===== src/rtl/afe_config.sv =====
// rtl/afe_config.sv - AFE register writer over a 3-wire serial port, gates scan_en on AFE being current
module afe_config #(
  parameter int unsigned CLK_DIV   = 5,
  parameter logic [2:0]  CFG_ADDR  = 3'd0,
  parameter logic [8:0]  CFG_DATA  = 9'h0C8,
  parameter logic [2:0]  GAIN_ADDR = 3'd2,
  parameter logic [2:0]  OFF_ADDR  = 3'd5
) (
  input  logic        clk_100M,
  input  logic        rst,
  input  logic        cont_en,
  input  logic [15:0] cont_gain,
  input  logic [15:0] cont_off,
  output logic        afe_sclk,
  output logic        afe_sdata,
  output logic        afe_sload,
  output logic        busy,
  output logic        cfg_done,
  output logic        scan_en
);

  typedef enum logic [2:0] {
    S_IDLE,
    S_LOAD,
    S_SHIFT,
    S_HOLD,
    S_GAP
  } state_t;

  // Last count of a half period and of the double-length gap.
  localparam logic [8:0] HALF_LAST = 9'(CLK_DIV - 1);
  localparam logic [8:0] GAP_LAST  = 9'(2 * CLK_DIV - 1);

  state_t      state_q, state_d;
  logic [8:0]  hc_q, hc_d;
  logic [3:0]  bc_q, bc_d;
  logic        ph_q, ph_d;
  logic [15:0] word_q, word_d;
  logic        is_cfg_q, is_cfg_d;
  logic        cfg_pend_q, cfg_pend_d;
  logic        gain_valid_q, gain_valid_d;
  logic [8:0]  gain_shadow_q, gain_shadow_d;
  logic        off_valid_q, off_valid_d;
  logic [8:0]  off_shadow_q, off_shadow_d;
  logic        cfg_done_q, cfg_done_d;
  logic        scan_en_q, scan_en_d;
  logic        sclk_q, sclk_d;
  logic        sdata_q, sdata_d;
  logic        sload_q, sload_d;
  logic        busy_q, busy_d;

  logic        gain_pend;
  logic        off_pend;
  logic        hc_last;
  logic        start;

  // Only the low nine bits reach the AFE; the upper bits are deliberately dropped.
  logic unused_hi;
  assign unused_hi = ^{cont_gain[15:9], cont_off[15:9]};

  assign gain_pend = !gain_valid_q || (cont_gain[8:0] != gain_shadow_q);
  assign off_pend  = !off_valid_q  || (cont_off[8:0]  != off_shadow_q);
  assign hc_last   = (hc_q == HALF_LAST);

  // Next-state, frame selection and registered-output values.
  always_comb begin
    state_d       = state_q;
    hc_d          = hc_q;
    bc_d          = bc_q;
    ph_d          = ph_q;
    word_d        = word_q;
    is_cfg_d      = is_cfg_q;
    cfg_pend_d    = cfg_pend_q;
    gain_valid_d  = gain_valid_q;
    gain_shadow_d = gain_shadow_q;
    off_valid_d   = off_valid_q;
    off_shadow_d  = off_shadow_q;
    cfg_done_d    = cfg_done_q;
    start         = 1'b0;

    case (state_q)
      S_IDLE: begin
        start = 1'b1;
      end
      S_LOAD: begin
        if (hc_last) begin
          state_d = S_SHIFT;
          hc_d    = 9'd0;
          ph_d    = 1'b0;
          bc_d    = 4'd15;
        end else begin
          hc_d = hc_q + 9'd1;
        end
      end
      S_SHIFT: begin
        if (hc_last) begin
          hc_d = 9'd0;
          if (!ph_q) begin
            ph_d = 1'b1;
          end else if (bc_q == 4'd0) begin
            state_d = S_HOLD;
            ph_d    = 1'b0;
          end else begin
            bc_d = bc_q - 4'd1;
            ph_d = 1'b0;
          end
        end else begin
          hc_d = hc_q + 9'd1;
        end
      end
      S_HOLD: begin
        if (hc_last) begin
          state_d = S_GAP;
          hc_d    = 9'd0;
        end else begin
          hc_d = hc_q + 9'd1;
        end
      end
      S_GAP: begin
        if (hc_q == GAP_LAST) begin
          state_d = S_IDLE;
          hc_d    = 9'd0;
          start   = 1'b1;
          if (is_cfg_q) begin
            cfg_pend_d = 1'b0;
          end
          if (!cfg_pend_d && gain_valid_q && off_valid_q) begin
            cfg_done_d = 1'b1;
          end
        end else begin
          hc_d = hc_q + 9'd1;
        end
      end
      default: begin
        state_d = S_IDLE;
        hc_d    = 9'd0;
      end
    endcase

    // Leaving the gap passes through the idle decision in the same cycle,
    // so queued writes follow each other with no dead cycle.
    if (start && (cfg_pend_d || gain_pend || off_pend)) begin
      state_d = S_LOAD;
      hc_d    = 9'd0;
      bc_d    = 4'd15;
      ph_d    = 1'b0;
      if (cfg_pend_d) begin
        word_d   = {1'b0, CFG_ADDR, 3'b000, CFG_DATA};
        is_cfg_d = 1'b1;
      end else if (gain_pend) begin
        word_d        = {1'b0, GAIN_ADDR, 3'b000, cont_gain[8:0]};
        is_cfg_d      = 1'b0;
        gain_shadow_d = cont_gain[8:0];
        gain_valid_d  = 1'b1;
      end else begin
        word_d       = {1'b0, OFF_ADDR, 3'b000, cont_off[8:0]};
        is_cfg_d     = 1'b0;
        off_shadow_d = cont_off[8:0];
        off_valid_d  = 1'b1;
      end
    end

    sload_d = !((state_d == S_LOAD) || (state_d == S_SHIFT) || (state_d == S_HOLD));
    sclk_d  = (state_d == S_SHIFT) && ph_d;
    sdata_d = sdata_q;
    if ((state_d == S_LOAD) || (state_d == S_SHIFT)) begin
      sdata_d = word_d[bc_d];
    end
    busy_d    = (state_d != S_IDLE);
    scan_en_d = cont_en && cfg_done_q && !busy_q && !gain_pend && !off_pend;
  end

  // State, shadows and all output registers, with synchronous reset.
  always_ff @(posedge clk_100M) begin
    if (rst) begin
      state_q       <= S_IDLE;
      hc_q          <= 9'd0;
      bc_q          <= 4'd15;
      ph_q          <= 1'b0;
      word_q        <= 16'd0;
      is_cfg_q      <= 1'b0;
      cfg_pend_q    <= 1'b1;
      gain_valid_q  <= 1'b0;
      gain_shadow_q <= 9'd0;
      off_valid_q   <= 1'b0;
      off_shadow_q  <= 9'd0;
      cfg_done_q    <= 1'b0;
      scan_en_q     <= 1'b0;
      sclk_q        <= 1'b0;
      sdata_q       <= 1'b0;
      sload_q       <= 1'b1;
      busy_q        <= 1'b0;
    end else begin
      state_q       <= state_d;
      hc_q          <= hc_d;
      bc_q          <= bc_d;
      ph_q          <= ph_d;
      word_q        <= word_d;
      is_cfg_q      <= is_cfg_d;
      cfg_pend_q    <= cfg_pend_d;
      gain_valid_q  <= gain_valid_d;
      gain_shadow_q <= gain_shadow_d;
      off_valid_q   <= off_valid_d;
      off_shadow_q  <= off_shadow_d;
      cfg_done_q    <= cfg_done_d;
      scan_en_q     <= scan_en_d;
      sclk_q        <= sclk_d;
      sdata_q       <= sdata_d;
      sload_q       <= sload_d;
      busy_q        <= busy_d;
    end
  end

  assign afe_sclk  = sclk_q;
  assign afe_sdata = sdata_q;
  assign afe_sload = sload_q;
  assign busy      = busy_q;
  assign cfg_done  = cfg_done_q;
  assign scan_en   = scan_en_q;

endmodule


===== config.mk =====
export PLATFORM = sky130hd
export DESIGN_NAME = afe_config
export DESIGN_NICKNAME = d
export VERILOG_FILES = /design/src/rtl/afe_config.sv
export SDC_FILE = /design/constraint.sdc
export NUM_CORES = 1
export LEC_CHECK = 0
export ABC_AREA = 1
export CAP_MARGIN = 20
export CORE_MARGIN = 2
export CORE_UTILIZATION = 50
export CTS_BUF_LIST = sky130_fd_sc_hd__clkbuf_4 sky130_fd_sc_hd__clkbuf_8
export CTS_CLUSTER_DIAMETER = 80
export DETAILED_ROUTE_END_ITERATION = 8
export GPL_ROUTABILITY_DRIVEN = 0
export PLACE_DENSITY = 0.69
export SLEW_MARGIN = 20
export SYNTH_ARGS = -nofsm -noshare
export SYNTH_HDL_FRONTEND = slang
export SYNTH_SLANG_ARGS = --single-unit

===== constraint.sdc =====
create_clock -name clk_100M -period 2.2 [get_ports clk_100M]
set_clock_uncertainty 0.05 [all_clocks]
set_input_delay 0.22 -clock clk_100M [delete_from_list [all_inputs] [get_ports clk_100M]]
set_output_delay 0.22 -clock clk_100M [all_outputs]
set_load 0.05 [all_outputs]

# ---- After elaboration in Yosys (flattened, before gate mapping)
# Index checks and enable logic that the tools add are counted.
dict set report op_classes {
  n_eq_ne 11
  add_sub_neg 2
  n_bitwise 2
  n_reduce_logical 29
  muxes 35
  magnitude_cmp 1
}
# cell n
set op_table {}
lappend op_table {{$mux W15} 2}
lappend op_table {{$pmux W9 S3} 1}
lappend op_table {{$mux W3} 7}
lappend op_table {{$mux W4} 5}
lappend op_table {{$mux W9} 2}
lappend op_table {{$ne A9 B9 Y1} 2}
lappend op_table {{$mux W16} 1}
lappend op_table {{$pmux W3 S5} 1}
lappend op_table {{$eq A3 B2 Y1 const B} 4}
lappend op_table {{$mux W1} 12}
lappend op_table {{$add A9 B1 Y9 const B} 1}
lappend op_table {{$eq A9 B3 Y1 const B} 1}
lappend op_table {{$eq A9 B4 Y1 const B} 1}
lappend op_table {{$reduce_and A3 Y1} 3}
lappend op_table {{$logic_and A1 B1 Y1} 8}
lappend op_table {{$pmux W4 S2} 1}
lappend op_table {{$logic_not A1 Y1} 7}
lappend op_table {{$eq A3 B1 Y1 const B} 2}
lappend op_table {{$logic_or A1 B1 Y1} 6}
lappend op_table {{$lt A4 B5 Y1 const B} 1}
lappend op_table {{$bmux W1 S4} 1}
lappend op_table {{$logic_not A4 Y1} 1}
lappend op_table {{$pmux W1 S2} 2}
lappend op_table {{$sub A4 B1 Y4 const B} 1}
lappend op_table {{other kinds (6)} 7}
dict set report totals {
  input_bits 35
  elab_cells 97
  regBits 61
  out_inout_bits 6
}

# ---- Depth between registers and ports, before layout
dict set report depth {
  word_depth 13
  ltp_mapped 21
}

# ---- Worst setup path after synthesis
# OpenSTA, ideal clock, no wires.
dict set report synth_timing {
  kind {register to register}
  from {register hc_q[0]}
  to {register sdata_q (netlist: afe_sdata)}
  t_arrival_ns 1.829
  path_stages_with_launch 20
  setup_ns 0.118
  setup_slack_ns 0.204
  t_required_ns 2.032
  period_less_slack_ns 1.996
  n_path_buf 0
  cell_sequence {dfxtp_1 inv_1 ha_1 inv_1 nor2_1 nand2_1 nor2_4 nand2_1 nand2_1 nand2_1 nand2_1 inv_2 o211ai_1 inv_1 nand2_1 nand2_1 nor2_1 nor2_1 nor2_1 nor2_1}
}
dict set report synth_between {
  elab_chain_len 9
}
# item line
set synth_lines {}
lappend synth_lines {{start, declared} 35} ;# logic [8:0] hc_q, hc_d;
lappend synth_lines {{start signal, assigned} 177} ;# hc_q <= 9'd0;
lappend synth_lines {{start signal, assigned} 195} ;# hc_q <= hc_d;
lappend synth_lines {{$eq A9 B4 Y1} 120} ;# if (hc_q == GAP_LAST) begin
lappend synth_lines {{$mux W1} 120}
lappend synth_lines {{$mux W1} 81} ;# case (state_q)
lappend synth_lines {{$logic_or A1 B1 Y1 (2 in a row)} 142} ;# if (start && (cfg_pend_d || gain_pend || off_pend)) begin
lappend synth_lines {{$logic_and A1 B1 Y1} 142}
lappend synth_lines {{$mux W16 (tied with other cells)} 142}
lappend synth_lines {{$bmux W1 S4 (tied with other cells)} 167} ;# sdata_d = word_d[bc_d];
lappend synth_lines {{$mux W1 (implied by the code) or $logic_or A1 B1 Y1 (tied branches)} {167, 166}}
lappend synth_lines {{end signal, assigned} 208} ;# sdata_q <= sdata_d;
lappend synth_lines {{end, declared} 48} ;# logic sdata_q, sdata_d;
# Several ways; a longest one is shown, not always the timed one. The select of a mux whose other input is x is not followed.
# A chain may end at the register's enable or synchronous reset.

# ---- Worst setup path in the final report
dict set report layout_timing {
  from {register hc_q[1]}
  to {register sdata_q (netlist: afe_sdata)}
}
# Same word-level chain as after synthesis.

==> run summary <==
outcome - finished with violations
failing checks - negative setup slack
Synth Instances - 507
Core ar. - 6390 um^2
setup TNS - -114 ps
CTS tree - built
Area after DPL - 4150 um^2
post-synthesis cell type count - 37
crit path capture type - register
overall routing resource usage - 0.250
initial antenna violation count - 0
Reg clk slew, reported paths - 70 ps
CP arrival - 2550 ps
Critical Path RT - 2440 ps
Psw - 636 uW
Worst path slowest cell - dfxtp_2
initial drt markers - 157
fmax - 432 MHz
Yosys reg bits - 61
DRC - 0
Nets - 654
worst r2r src - hc_q[1]$_SDFFE_PP0P_
fin util - 0.715
cts-stage hold buffer count - 0
H-Tree Level Count - 3
Slew @ Worst Pin - 566 ps
clock buffer depth - 2
vias in the first global route - 3302
Clock Sink Count - 61
worst path cell trace - inv_2 -> ha_2 -> inv_1 -> nor2_1 -> nand2_1 -> nor2_4 -> buf_6 -> nand4_1 -> buf_4 -> buf_4 -> nand3_1 -> nand2_1 -> inv_1 -> nand3_1 -> nand3_1 -> nand2_1 -> inv_1 -> nand2_1 -> nand2_1 -> nor2_1 -> nor2_1
DR vias/cell - 5.01
Worst Setup Path Type - reg2reg
worst-path fanout max - 6
Detail Route Antenna Nets - 0
Period minus WS final - 2310 ps
Rows - 29
post-route cell area - 4560 um^2
CTS Buf Count - 9
CP max stage delay - 330 ps
Max Cap Viol - 0
Seq pwr share - 0.455
gr ovfl total - 0
max-slew violation count - 0
most frequent CP cell - nand2_1
Syn Nets - 547
drt pass-1 iters - 4
Post-Syn Area per Cell - 6.56 um^2
# diodes - 0
final hold vios - 0
Pwr Density - 543 nW/um^2
switch share - 0.257
total number of vias - 3484
total power - 2.48 mW
CP startpoint - hc_q[1]$_SDFFE_PP0P_
clock share of power - 0.420
YS warnings - 0
max_slew headroom - 0.619
Pleak - 2.08 nW
RSZ-0062 raised after global routing - true
Finish-stage setup viols - 1
register area - 1220 um^2
largest net degree at the start of global routing - 23
HPWL Detailed - 6150 um
wire per inst - 12.5 um
Initial Utilization - 0.521
Internal Pwr Total - 1.84 mW
Buffers on Ports - 26
DRT Wirelength - 8710 um
Hold/Removal Path Class - in2reg
register area share after synthesis - 0.367
multi-input combinational cell area - 1800 um^2
commonest non-fill, non-tap cell in the layout - nand2_1
mapped cell area - 3320 um^2
fill count - 542
width of the die - 85.5 um
area grow syn2layout - 37.3%
root buffer cell - clkbuf_8
share of layout cells above drive strength 1 - 0.223
wire length of the first global-routing pass - 14500 um
I/O pins - 41
CP startpoint kind - register
R2R Setup Slk - -110 ps
setup ws final - -114 ps
worst skew pair latency - 350 ps
commonest cells after routing, fill and taps aside - nand2_1 (128), inv_1 (80), buf_4 (71)
Die Span Y - 85.5 um
die area - 7320 um^2
Logic pwr share - 0.125
Max IR drop VDD - 446 uV
Final period util - 1.05
Min-Delay Startpoint - cont_en
-- synthesized netlist by cell type --
master / number / share of area
a21oi_1: 27 / 0.041
nor3b_1: 1 / 0.0023
nand2_4: 2 / 0.0068
inv_1: 83 / 0.094
nand2_2: 3 / 0.0056
nand3_2: 2 / 0.0060
o21a_1: 2 / 0.0045
clkbuf_1: 7 / 0.0079
o22ai_1: 4 / 0.0075
nor3_2: 1 / 0.0030
nand3_1: 36 / 0.054
a2111oi_0: 1 / 0.0026
nor3_4: 1 / 0.0049
xor2_1: 5 / 0.013
nand4_1: 5 / 0.0094
buf_2: 1 / 0.0015
nand3b_1: 3 / 0.0068
inv_2: 4 / 0.0045
buf_8: 1 / 0.0045
a21boi_1: 1 / 0.0023
nor4_1: 3 / 0.0056
nor3_1: 8 / 0.012
dfxtp_1: 61 / 0.37
o21ai_0: 31 / 0.047
nor2_1: 53 / 0.060
o21ai_1: 1 / 0.0015
nor2_2: 1 / 0.0019
clkinv_1: 1 / 0.0011
buf_6: 1 / 0.0034
nand2_1: 135 / 0.15
ha_1: 5 / 0.019
a211oi_1: 9 / 0.020
buf_4: 1 / 0.0023
nor2_4: 3 / 0.010
nand3_4: 1 / 0.0053
o21ai_4: 1 / 0.0049
o211ai_1: 2 / 0.0045
-- cell families (layout without fill, tap and decap cells) --
| family | Yosys count | in the layout | share of synthesized area |
|---|---|---|---|
| simple gates | 258 | 259 | 0.346 |
| fa+ha+maj | 5 | 5 | 0.0188 |
| compound gates | 79 | 79 | 0.135 |
| xor+xnor | 5 | 5 | 0.0132 |
| buf+inv | 99 | 210 | 0.119 |
| flops | 61 | 61 | 0.367 |
-- metrics by stage --
step	hold slack, ps	std cells	setup slack (ps)
5_1_grt	414	696	-332
3_3_place_gp	376	667	-168
2_1_floorplan	249	507	204
3_5_place_dp	379	667	-223
6_report	388	696	-114
4_1_cts	390	686	-34.9
-- flip-flops by register name, summed over array words and instances (netlist names) --
| register | cells |
|---|---|
| gain_valid_q | 1 |
| word_q | 16 |
| state_q | 3 |
| off_valid_q | 1 |
| hc_q | 9 |
| cfg_pend_q | 1 |
| ph_q | 1 |
| gain_shadow_q | 9 |
| bc_q | 4 |
| cfg_done | 1 |
| scan_en | 1 |
| afe_sdata | 1 |
| off_shadow_q | 9 |
| afe_sclk | 1 |
| afe_sload | 1 |
| is_cfg_q | 1 |
| busy | 1 |
-- final timing paths --
check	endpoint	depth (start not counted)
worst min-delay path	scan_en$_SDFF_PP0_	3
worst max-delay path	afe_sdata$_SDFFE_PP0P_	21
worst max register to register	afe_sdata$_SDFFE_PP0P_	21
worst min register to register	word_q[9]$_SDFF_PP0_	2
-- per-layer routing --
metal  up-vias  wire, um  global-route usage
met1      1577      3900               0.298
li1       1826         -                   -
met4         0       190               0.110
met5         -         0                   0
met3        15       267              0.0366
met2        66      4360               0.445
-- cell type report --
cell class,instances,area share
well taps,77,0.0211
repair buffers,106,0.200
flip-flops and latches,61,0.268
inverters,88,0.0735
clock buffers,12,0.0334
clock inverters,4,0.0104
multi-input cells,348,0.394
-- what timing repair did --
item,CTS,global route
gates resized for setup,8,35
gates cloned,0,1
pin swaps,4,8
setup buffers,3,9
setup endpoints to repair,1,8
-- critical path, delay by kind of cell (launching register included) --
family | cells | cell delay, ps
simple gates | 13 | 1090
buf+inv | 7 | 640
flops | 1 | 330
fa+ha+maj | 1 | 150
-- power groups by stage --
stage,Combinational (mW),Clock (mW),Sequential (mW)
floorplan,0.126,0,1.17
global placement,0.287,0,1.15
detailed placement,0.291,0,1.15
CTS,0.294,1.05,1.13
global route,0.337,1.12,1.13
finish,0.309,1.04,1.13
No activity file was read; power rests on OpenSTA's default activity.
